==> src/rtl/tw_ctrl.sv <==
// tw_ctrl: time-set field sequencer with shared blink divider, idle timeout and adjust strobes.
module tw_ctrl #(
  parameter int TW_HALF = 25_000_000,
  parameter int TO_HALF = 20
) (
  input  logic       sysclk,
  input  logic       rst_n,
  input  logic       key_set,
  input  logic       key_inc,
  input  logic       key_dec,
  output logic       set_mode,
  output logic [1:0] adj_field,
  output logic       adj_up,
  output logic       adj_dn,
  output logic       twinkle,
  output logic [5:0] twinkle_led
);
  localparam int CW = $clog2(TW_HALF);
  localparam int TW = $clog2(TO_HALF + 1);
  localparam logic [CW-1:0] CNT_MAX = CW'(TW_HALF - 1);
  localparam logic [TW-1:0] TO_MAX = TW'(TO_HALF - 1);
  typedef enum logic [1:0] {IDLE, HOUR, MIN, SEC} state_t;
  state_t r_state, w_ns;
  logic [CW-1:0] r_cnt;
  logic [TW-1:0] r_to;
  logic w_adj, w_wrap, w_tout;
  logic [5:0] w_led;
  always_comb begin
    w_adj  = r_state != IDLE && (key_inc ^ key_dec) && !key_set;
    w_wrap = r_state != IDLE && r_cnt == CNT_MAX;
    // any accepted key restarts the window, so it also blocks the timeout
    w_tout = w_wrap && r_to == TO_MAX && !w_adj;
    w_ns   = key_set ? state_t'(r_state + 2'd1) : w_tout ? IDLE : r_state;
    w_led  = w_ns == HOUR ? 6'b110000 : w_ns == MIN ? 6'b001100 : w_ns == SEC ? 6'b000011 : 6'b000000;
  end
  always_ff @(posedge sysclk or negedge rst_n)
    if (!rst_n) begin
      r_state     <= IDLE;
      r_cnt       <= '0;
      r_to        <= '0;
      set_mode    <= 1'b0;
      adj_field   <= 2'b00;
      adj_up      <= 1'b0;
      adj_dn      <= 1'b0;
      twinkle     <= 1'b1;
      twinkle_led <= 6'b000000;
    end else begin
      r_state     <= w_ns;
      set_mode    <= w_ns != IDLE;
      adj_field   <= w_ns;
      twinkle_led <= w_led;
      adj_up      <= w_adj & key_inc;
      adj_dn      <= w_adj & key_dec;
      if (key_set || w_adj) begin
        r_cnt   <= '0;
        r_to    <= '0;
        twinkle <= w_ns == IDLE;
      end else if (w_tout || r_state == IDLE) begin
        r_cnt   <= '0;
        r_to    <= '0;
        twinkle <= 1'b1;
      end else if (w_wrap) begin
        r_cnt   <= '0;
        r_to    <= r_to + 1'b1;
        twinkle <= ~twinkle;
      end else begin
        r_cnt <= r_cnt + 1'b1;
      end
    end
endmodule

==> config.mk <==
export PLATFORM = sky130hd
export DESIGN_NAME = tw_ctrl
export DESIGN_NICKNAME = d
export VERILOG_FILES = /design/src/rtl/tw_ctrl.sv
export SDC_FILE = /design/constraint.sdc
export NUM_CORES = 1
export LEC_CHECK = 0
export CORE_MARGIN = 4
export CORE_UTILIZATION = 57
export CTS_CLUSTER_SIZE = 40
export DETAILED_ROUTE_END_ITERATION = 8
export PLACE_DENSITY = 0.89
export SYNTH_ARGS = -nofsm -noshare
export SYNTH_HDL_FRONTEND = slang
export SYNTH_SLANG_ARGS = --single-unit
export TNS_END_PERCENT = 100
==> constraint.sdc <==
create_clock -name sysclk -period 3.6 [get_ports sysclk]
set_clock_uncertainty 0.05 [all_clocks]
set_input_delay 0.72 -clock sysclk [delete_from_list [all_inputs] [get_ports sysclk]]
set_output_delay 0.72 -clock sysclk [all_outputs]
set_load 0.1 [all_outputs]
# [After elaboration in Yosys (flattened, before gate mapping)]
# Index checks and enable logic that the tools add are counted.
# Widths: inputs -> output; s select.
[word_totals] wordCells=48 inputBits=5 ram_bits=0 rom_bits=0 memories=0 reg_bits=42 out_inout_bits=12 latch_bits=0
[classes] mul=0 magnitude_cmp=0 mux=14 shifts=0 n_div=0 eq_ne=5 reduce_logical=14 bitwise=4 addsub=3
[ops] cell="$mux 25" count=3
[ops] cell="$add 25x1->25 const B" count=1
[ops] cell="$eq 25x25->1 const B" count=1
[ops] cell="$mux 5" count=3
[ops] cell="$mux 2" count=3
[ops] cell="$mux 6" count=1
[ops] cell="$add 5x1->5 const B" count=1
[ops] cell="$eq 5x5->1 const B" count=1
[ops] cell="$logic_and 1x1->1" count=5
[ops] cell="$eq 2x2->1 const B" count=2
[ops] cell="$logic_not 2->1" count=2
[ops] cell="$mux 4" count=1
[ops] cell="$reduce_bool 2->1" count=2
[ops] cell="$mux 1" count=3
[ops] cell="$reduce_bool 3->1" count=1
[ops] cell="$add 2x1->2 const B" count=1
[ops] cell="$and 1x1->1" count=2
[ops] cell="$eq 2x1->1 const B" count=1
[ops] cell="$logic_not 1->1" count=2
[ops] cell="$logic_or 1x1->1" count=2
[ops] cell="$not 1->1" count=1
[ops] cell="$xor 1x1->1" count=1

# [Longest topological paths before layout]
[depth] depth_word=11 mapped_depth=9 mapped_depth_nobuf=6

# [Least setup slack after synthesis]
# No wires, ideal clock.
[synth_path] path_kind="flip-flop to flip-flop" start="register r_state[0]" end="register r_to[3]" path_slack_ns=0.174 n_path_buf=2 path_stages_with_launch=9 setup_ns=0.078 period_less_slack_ns=3.426 arrival_time_ns=3.298 required_time_ns=3.472 path_cell_list="dfrtp_1 > clkbuf_1 > inv_1 > ha_1 > or4_1 > or4_4 > buf_6 > or4_1 > a21oi_1"
[synth_between] elab_chain_cells=8 word_cells_on_any_way=13 classes_between="2 x mux; 11 x reduce/logical"
[synth_rtl] element="from (decl)" line="23" rtl="state_t r_state, w_ns;"
[synth_rtl] element="from (signal assigned)" line="48" rtl="r_state <= w_ns;"
[synth_rtl] element="$reduce_bool 2->1" line="29, 30"
[synth_rtl] element="$logic_and 1x1->1 (2 in series)" line="29" rtl="w_adj = r_state != IDLE && (key_inc ^ key_dec) && !key_set;"
[synth_rtl] element="$logic_not 1->1" line="32" rtl="w_tout = w_wrap && r_to == TO_MAX && !w_adj;"
[synth_rtl] element="$logic_and 1x1->1" line="32"
[synth_rtl] element="$logic_or 1x1->1" line="58" rtl="end else if (w_tout || r_state == IDLE) begin"
[synth_rtl] element="$mux 5" line="58"
[synth_rtl] element="$mux 5" line="54" rtl="if (key_set || w_adj) begin"
[synth_rtl] element="to (signal assigned)" line="64" rtl="r_to <= r_to + 1'b1;"
[synth_rtl] element="to (decl)" line="25" rtl="logic [TW-1:0] r_to;"
# Several ways; a longest one is shown, not always the timed one.
# A chain may end at the register's enable or synchronous reset.

# [Final worst setup path]
[layout_path] start="register r_state[0]" end="register r_to[4]"
# The elaborated chain is that of the path after synthesis.

==> metrics <==
RSZ-0062 raised after global routing=false; P per Cell Area=516 nW/um^2; Util after Layout=67.9%; Fin. Hold Viols=0; initial core utilization=61.4%; fill count=284; hold_buf cts=0; Critical Path Source Type=flop; Diodes inserted=0; critical path's most frequent cell=or4_1; full die area=4780 sq um; vias in the first global route=1,589; Setup Fix Bufs, Post-CTS=0; ys flop type=dfrtp_1; CP cell instances=inv_1, ha_1, or4_1, or4_4, or4_1, a31oi_1; Slew HR=35.2%; GRT overflow=0; largest fanout on the critical path=11; post-synthesis sequential area ratio=45.9%; H-tree Lvls=2; Clock Tree Root=clkbuf_8; antenna viol nets, final=0; Syn Area/Cell=9.54 sq um; Die Ht=69.1 um; top-level I/O count=17; routed via count=1,734; Clk network pwr share=23.3%; number of distinct library cells after synthesis=43; Post-Syn Nets=231; period utilisation layout=77.6%; synthesized instance count=223; first-pass iteration count of the detailed router=5; layout cells sized above 1=8.05%; Seq cells post-synth=39; Final setup violation count=0; placer congestion estimate=0.804; Worst R2R Start=r_state[0]; most common library cells after synthesis=38 x dfrtp_1, 17 x nor2_1, 15 x nand3_1, 14 x a21oi_1, 14 x nand2_1; Worst IR Drop VDD=0.255 mV; hold crit path type=in -> async; Placed Cells=274; Via density=6.15; Int Pwr=704 uW; Sw Share=42.2%; leading area contributor after synthesis=dfrtp_1; main area contributors after synthesis=dfrtp_1 45%, or4_1 4.6%, xor2_1 4.5%; worst slew pin tran=0.969 ns; crit path capture type=flop; CP Class=reg -> reg; clock-pin slew on the worst setup and hold paths=0.07 ns; routed len/inst=15.2 um; Total Routing Usage GR=18.7%; Fin Setup TNS=0 ns; Post-synth EDFFs=0; Die W=69.1 um; core area=3470 sq um; non-filler cells, final=282; Max Slew Vio Count=0; post_cts resized=0; slowest CP cell=or4_4; WL final=4270 um; CTS Sinks=39; Worst EP required=3.77 ns; TritonCTS clock tree=done; Yosys top cell area share=44.7%; DRC errors left=0; Ys Warns=0; FFs w/ async S/R, synth=100%; initial antenna violation count=0; Worst R2R End=r_to[4]; total power draw=1220 uW; pin count of the biggest net entering global routing=40; Reg2Reg Depth=6; clk buf depth=2; cell with the most instances after synthesis=dfrtp_1; Max Cap Violations=0; Final #Nets=243; Net Sw Power=513 uW; leakage power=0.000883 uW; Flop pwr share=40.4%; fmax=0.358 GHz; TritonCTS buffer count=5; status=finished clean; Comb pwr share=36.2%; global-route wire length before repair=7320 um; Row Count=21; Post-Synthesis Cell Area=2130 sq um; reg2reg setup slack=0.81 ns; final HPWL from detailed placement=2960 um; IO Port Bufs=16; Worst path max stage delay=0.60 ns; Initial DRC Count=146; Clock Latency Late Sink=0.30 ns; fin crit period=2.79 ns; CP arrival=2.97 ns; area delta synth->final=10.7%
## worst max-delay path: cells and delay by family (launching register included)
family | cells | cell delay (ns)
adder cells (fa/ha/maj) | 1 | 0.28
flip-flops | 1 | 0.52
AO/OA/AOI/OAI | 1 | 0.17
AND/OR/NAND/NOR | 3 | 1.57
buffers and inverters | 1 | 0.13
## cell type report
cell class                 instances  area (sq um)  area share [%]
multi-input combinational        167          1070            45.2
sequential                        39           977            41.5
timing repair buffer              17           155            6.59
clock buffer                       7          76.3            3.24
tap                               46          57.6            2.44
inverter                           5          18.8           0.797
clock inverter                     1          5.00           0.212
## through the flow
step / cell area [sq um] / setup WS (ns) / hold slack, ns
after floorplan: 2130 / 0.174 / 0.374
after global placement: 2270 / 0.918 / 0.447
after detailed placement: 2270 / 0.825 / 0.461
after CTS: 2360 / 0.808 / 0.474
after global routing: 2360 / 0.683 / 0.511
final: 2360 / 0.806 / 0.470
## cell families (layout without fill, tap and decap cells)
kind of cell | Yosys count | after routing | synth area share [%]
simple gates | 106 | 106 | 29.7
flops | 39 | 39 | 45.9
fa+ha+maj | 3 | 3 | 1.76
xor+xnor | 14 | 14 | 5.76
compound gates | 44 | 44 | 12.8
buf+inv | 17 | 30 | 4.00
## worst max-delay path by stage
stage | slack (ns) | startpoint | end | depth (start not counted)
5_1_grt | 0.68 | r_state[0] | r_to[4] | 6
3_5_place_dp | 0.82 | r_state[0] | r_to[4] | 6
6_report | 0.81 | r_state[0] | r_to[4] | 6
3_3_place_gp | 0.92 | r_state[0] | r_to[4] | 6
4_1_cts | 0.81 | r_state[0] | r_to[4] | 6
2_1_floorplan | 0.17 | r_state[0] | r_to[3] | 8
## per-layer routing
metal | share of wire (%) | track usage [%]
met2 | 47 | 29.1
met4 | 1.8 | 8.03
met5 | 0 | 0
met1 | 46 | 24.4
met3 | 5.5 | 5.23
## state kept, by name, summed over array words and instances (netlist names)
| name | cells |
|---|---|
| r_to | 5 |
| adj_up | 1 |
| twinkle | 1 |
| set_mode | 1 |
| r_state | 2 |
| adj_dn | 1 |
| twinkle_led | 3 |
| r_cnt | 25 |
## power groups by stage
stage	clock network, uW	registers [uW]	logic, uW
after floorplan	0	676	181
after global placement	0	499	440
after detailed placement	0	501	443
after CTS	295	493	444
after global routing	312	497	462
final	284	492	441
## layout by cell type, fill, tap and decap left out, types with 5 or more instances in the layout
cell type,instances
a21oi_1,14
clkbuf_8,5
clkdlybuf4s50_1,12
dfrtp_1,38
inv_1,5
nand2_1,14
nand3_1,15
nand4_1,9
nor2_1,17
nor4_1,5
o21ai_0,10
o31ai_1,10
or4_1,13
xor2_1,11
(Power assumes the default switching activity.)
==> patch 1: new RTL, same settings <==
`TW_HALF`: 25_000_000 -> 100_000_000.
--- a/src/rtl/tw_ctrl.sv
+++ b/src/rtl/tw_ctrl.sv
@@ -2,3 +2,3 @@
 module tw_ctrl #(
-  parameter int TW_HALF = 25_000_000,
+  parameter int TW_HALF = 100_000_000,
   parameter int TO_HALF = 20
Check against the original RTL: same outputs for any inputs over 10 cycles, from zero or initial values and one cycle with rst_n low; that may be too few to reach the edited logic, so the function may still have changed.
==> patch 1 against the original RTL <==
  * Wire length grew 12%
  * First-iteration DRC count grew 42%
  * Critical path depth grew 1
  * Final area grew 6.9%
  * Area after synthesis grew 5.3%
  * Sequential cell count grew 2
  * Total power grew 12%
  * Worst setup slack lost 97 ps
  * Critical endpoint is now r_cnt[9]$_DFF_PN0_
==> patch 1: results <==
clock_network:
  htree_num_levels: 2
  cts_hold_buf: 0
  cts_buffers: 5
  clock_latency_ps: 290
  cts_setup_buffers: 0
  post_cts_resize_count: 0
  root_buffer: "clkbuf_8"
  cts.path.max_buffers: 2
  clkTransAtPathRegs_ps: 80
setup_path:
  reg2reg_from: "r_state[0]$_DFF_PN0_"
  r2r.worst_path.cells: 7
  r2r_end: "r_cnt[9]$_DFF_PN0_"
  path_class: "reg -> reg"
  critPathArrivalTime_ps: 3030
  reg2reg_slack_ps: 710
  critPathMaxFanout: 16
run_status:
  status: "complete, no violations"
sta:
  worst_pin_slew_ps: 970
cells_and_area:
  antenna-diode-count: 0
  fillers: 288
  reg_top3: "r_cnt: 27 flops, r_to: 5 flops, twinkle_led: 3 flops"
  nets: 256
  layout-drive-gt1-share_pct: 7.23
logic_synthesis:
  ys_seq_area_share_pct: 45.8
  yosysUniqueCellTypes: 41
  synth_fa_ha_area_share_pct: 1.68
  ys_warn_count: 0
  synthTopCellsByCount: "40 x dfrtp_1, 19 x nand4_1, 18 x nor2_1, 17 x a21oi_1"
  synth_compound_area_share_pct: 13.1
  synth_nets: 246
  synth-xor-area-share_pct: 5.08
  yosys-mux-area-fraction_pct: 0
  synthArstFlopShare_pct: 100
  synth_area_per_cell_um2: 9.42
  synth_area_leaders: "dfrtp_1 45%, nand4_1 5.3%, o31ai_1 4.4%"
grt:
  antenna_found_initial: 0
  grt_max_degree: 42
  first_global_vias: 1816
  globalRouteTotalUtil_pct: 20.0
  grt_pass1_wl_um: 8200
drt:
  vias: 1954
  drt-total-wl_um: 4810
  wl_per_cell_um: 16.2
  firstDrtPassIters: 4
  drtIter0Drc: 208
placement:
  place.gp.congestion: 0.839
  placedCellCount: 289
  dp.final_hpwl_um: 3210
  port_buffers: 16
worst_hold_path:
  hold_class: "reg -> reg"
  hp-start: "r_cnt[0]$_DFF_PN0_"
  holdPathStages: 1
pwr:
  ir_drop_uv: 282
  leakage_nw: 0.950
[patch 1: cell count changes in the layout (fill, tap and decap cells not counted), sizes merged, moves of 3 or more]
cell | unedited run | this run
a21oi | 14 | 17
o21ai | 10 | 13
nor4b | 2 | 5
o31ai | 10 | 13
or3 | 4 | 7
nor4 | 5 | 2
nand4 | 9 | 19
nand2 | 14 | 11
[patch 1: cell type report]
class | count | area [µm²] | area share, %
Clock inverter | 3 | 65.1 | 2.58
Tap cell | 48 | 60.1 | 2.39
Sequential cell | 41 | 1030 | 40.8
Timing Repair Buffer | 18 | 165 | 6.56
Inverter | 4 | 15.0 | 0.596
Multi-Input combinational cell | 178 | 1120 | 44.3
Clock buffer | 5 | 68.8 | 2.73
[patch 1: worst min path at each step]
stage / slack (ps) / end
floorplan: 370 / adj_dn$_DFF_PN0_
detailed placement: 470 / r_cnt[0]$_DFF_PN0_
global route: 500 / r_cnt[0]$_DFF_PN0_
CTS: 480 / r_cnt[0]$_DFF_PN0_
finish: 470 / r_cnt[0]$_DFF_PN0_
global placement: 450 / r_cnt[0]$_DFF_PN0_
[patch 1: cell families after synthesis]
logic type / Yosys count
buf+inv: 19
simple gates: 113
fa+ha+maj: 3
xor+xnor: 13
flops: 41
compound gates: 49
[patch 1: stage by stage]
step,hold WS [ps],setup WS [ps],instance area (µm²)
6_report,471,709,2520
5_1_grt,503,420,2520
4_1_cts,479,735,2520
3_5_place_dp,468,746,2380
3_3_place_gp,447,823,2380
2_1_floorplan,374,210,2240
[patch 1: critical path, stage by stage (launching register included)]
cell and delay [ps]:
dfrtp_1 470, inv_1 130, ha_1 310, or4b_1 510
nor4_1 540, a21o_1 430, buf_4 280, nor2_1 70
[patch 1: per-layer routing]
metal | GRT usage [%] | vias to the layer above | part of all wire (%)
met3 | 5.11 | 11 | 6.3
met5 | 0 | - | 0
met2 | 32.5 | 76 | 49
li1 | - | 920 | -
met4 | 6.05 | 0 | 1.4
met1 | 26.2 | 947 | 43
[patch 1: power by group]
group	internal [mW]	switching, mW	leakage (nW)
Sequential	0.488	0.0227	0.558
Clock	0.275	0.158	0.0681
Combinational	0.0903	0.333	0.324
Total	0.854	0.514	0.950
==> patch 2: new RTL, same settings <==
Made on the original files. Reset style: synchronous (`rst_n`), changed in one clocked block.
--- a/src/rtl/tw_ctrl.sv
+++ b/src/rtl/tw_ctrl.sv
@@ -35,3 +35,3 @@
   end
-  always_ff @(posedge sysclk or negedge rst_n)
+  always_ff @(posedge sysclk)
     if (!rst_n) begin
Check against the original RTL: differs if rst_n is asserted again (counterexample within 4 cycles, from zero or initial values and one cycle with rst_n low); with rst_n held inactive, the same outputs for 10 cycles.
==> patch 2 against the original RTL <==
  * Worst setup slack improved by 32 ps
  * Critical endpoint is now adj_field[0]
  * Utilization rose by 0.84 points
  * Critical path type is now reg -> out
  * Worst hold slack got worse by 33 ps
  * Wire length fell by 6.9%
  * Sequential share of layout area fell by 5.5 points
  * Final area fell by 8.0%
  * Area after synthesis fell by 8.7%
  * Sequential cell count did not move
Power is not compared: it rests on default switching activity, and its combinational part moved more than twofold at a synthesized area within 25%.
==> patch 2: results <==
logic_synthesis:
  synth_compound_area_share_pct: 14.6
  synth_nets: 227
  ys_seq_area_share_pct: 40.2
  synthArstFlopShare_pct: 0
  synth_fa_ha_area_share_pct: 1.93
  synthTopCellsByCount: "39 x dfxtp_1, 22 x nor2_1, 14 x nand3_1, 13 x o31ai_1"
  synth_area_per_cell_um2: 8.87
grt:
  grt_pass1_wl_um: 7060
  globalRouteTotalUtil_pct: 20.7
cells_and_area:
  seq_area_um2: 781
  fillers: 258
  final_cells: 274
setup_path:
  reg2reg_from: "r_state[0]$_SDFF_PN0_"
  critPathMaxFanout: 7
  max_stage_delay_ps: 1180
  critPathTopFamily: "buffers and inverters"
  reg2reg_slack_ps: 910
  crit_path_end: "adj_field[0]"
sta:
  clock.fmax_mhz: 362
  max_slew_margin_pct: 33.9
drt:
  firstDrtPassIters: 4
  wl_per_cell_um: 14.5
  drtIter0Drc: 58
clock_network:
  clock_latency_ps: 350
  root_buffer: "clkbuf_4"
  clkTransAtPathRegs_ps: 120
run_status:
  status: "complete, no violations"
[patch 2: cell type report]
cell class | instances | area share (%)
timing repair buffer | 16 | 7.39
multi-input combinational | 160 | 48.9
clock buffer | 6 | 2.37
clock inverter | 2 | 1.62
tap | 44 | 2.54
inverter | 7 | 1.21
sequential | 39 | 36.0
[patch 2: worst min path at each step]
stage	end	startpoint	slack, ps	cells after the start
finish	twinkle$_SDFFE_PN1P_	twinkle$_SDFFE_PN1P_	440	1
global route	twinkle$_SDFFE_PN1P_	twinkle$_SDFFE_PN1P_	480	1
CTS	twinkle$_SDFFE_PN1P_	twinkle$_SDFFE_PN1P_	440	1
detailed placement	r_cnt[0]$_SDFF_PP0_	r_cnt[0]$_SDFF_PP0_	430	1
global placement	twinkle$_SDFFE_PN1P_	twinkle$_SDFFE_PN1P_	410	1
floorplan	r_cnt[0]$_SDFF_PP0_	r_cnt[0]$_SDFF_PP0_	400	1
[patch 2: routing by layer]
layer | global-route usage, % | routed length (µm)
met3 | 6.12 | 156
met5 | 0 | 0
met4 | 7.87 | 87
met1 | 26.6 | 1910
met2 | 32.6 | 1820
[patch 2: where the power goes]
group          internal, mW  switching (mW)  total [mW]
Sequential            0.438         0.00544       0.444
Combinational        0.0285          0.0878       0.116
Clock                 0.164           0.143       0.308
[patch 2: cells by family (layout without fill, tap and decap cells)]
group / Yosys count / count (layout)
XOR/XNOR: 15 / 15
AO/OA/AOI/OAI: 41 / 41
flip-flops: 39 / 39
buffers and inverters: 20 / 31
AND/OR/NAND/NOR: 101 / 101
adder cells (fa/ha/maj): 3 / 3
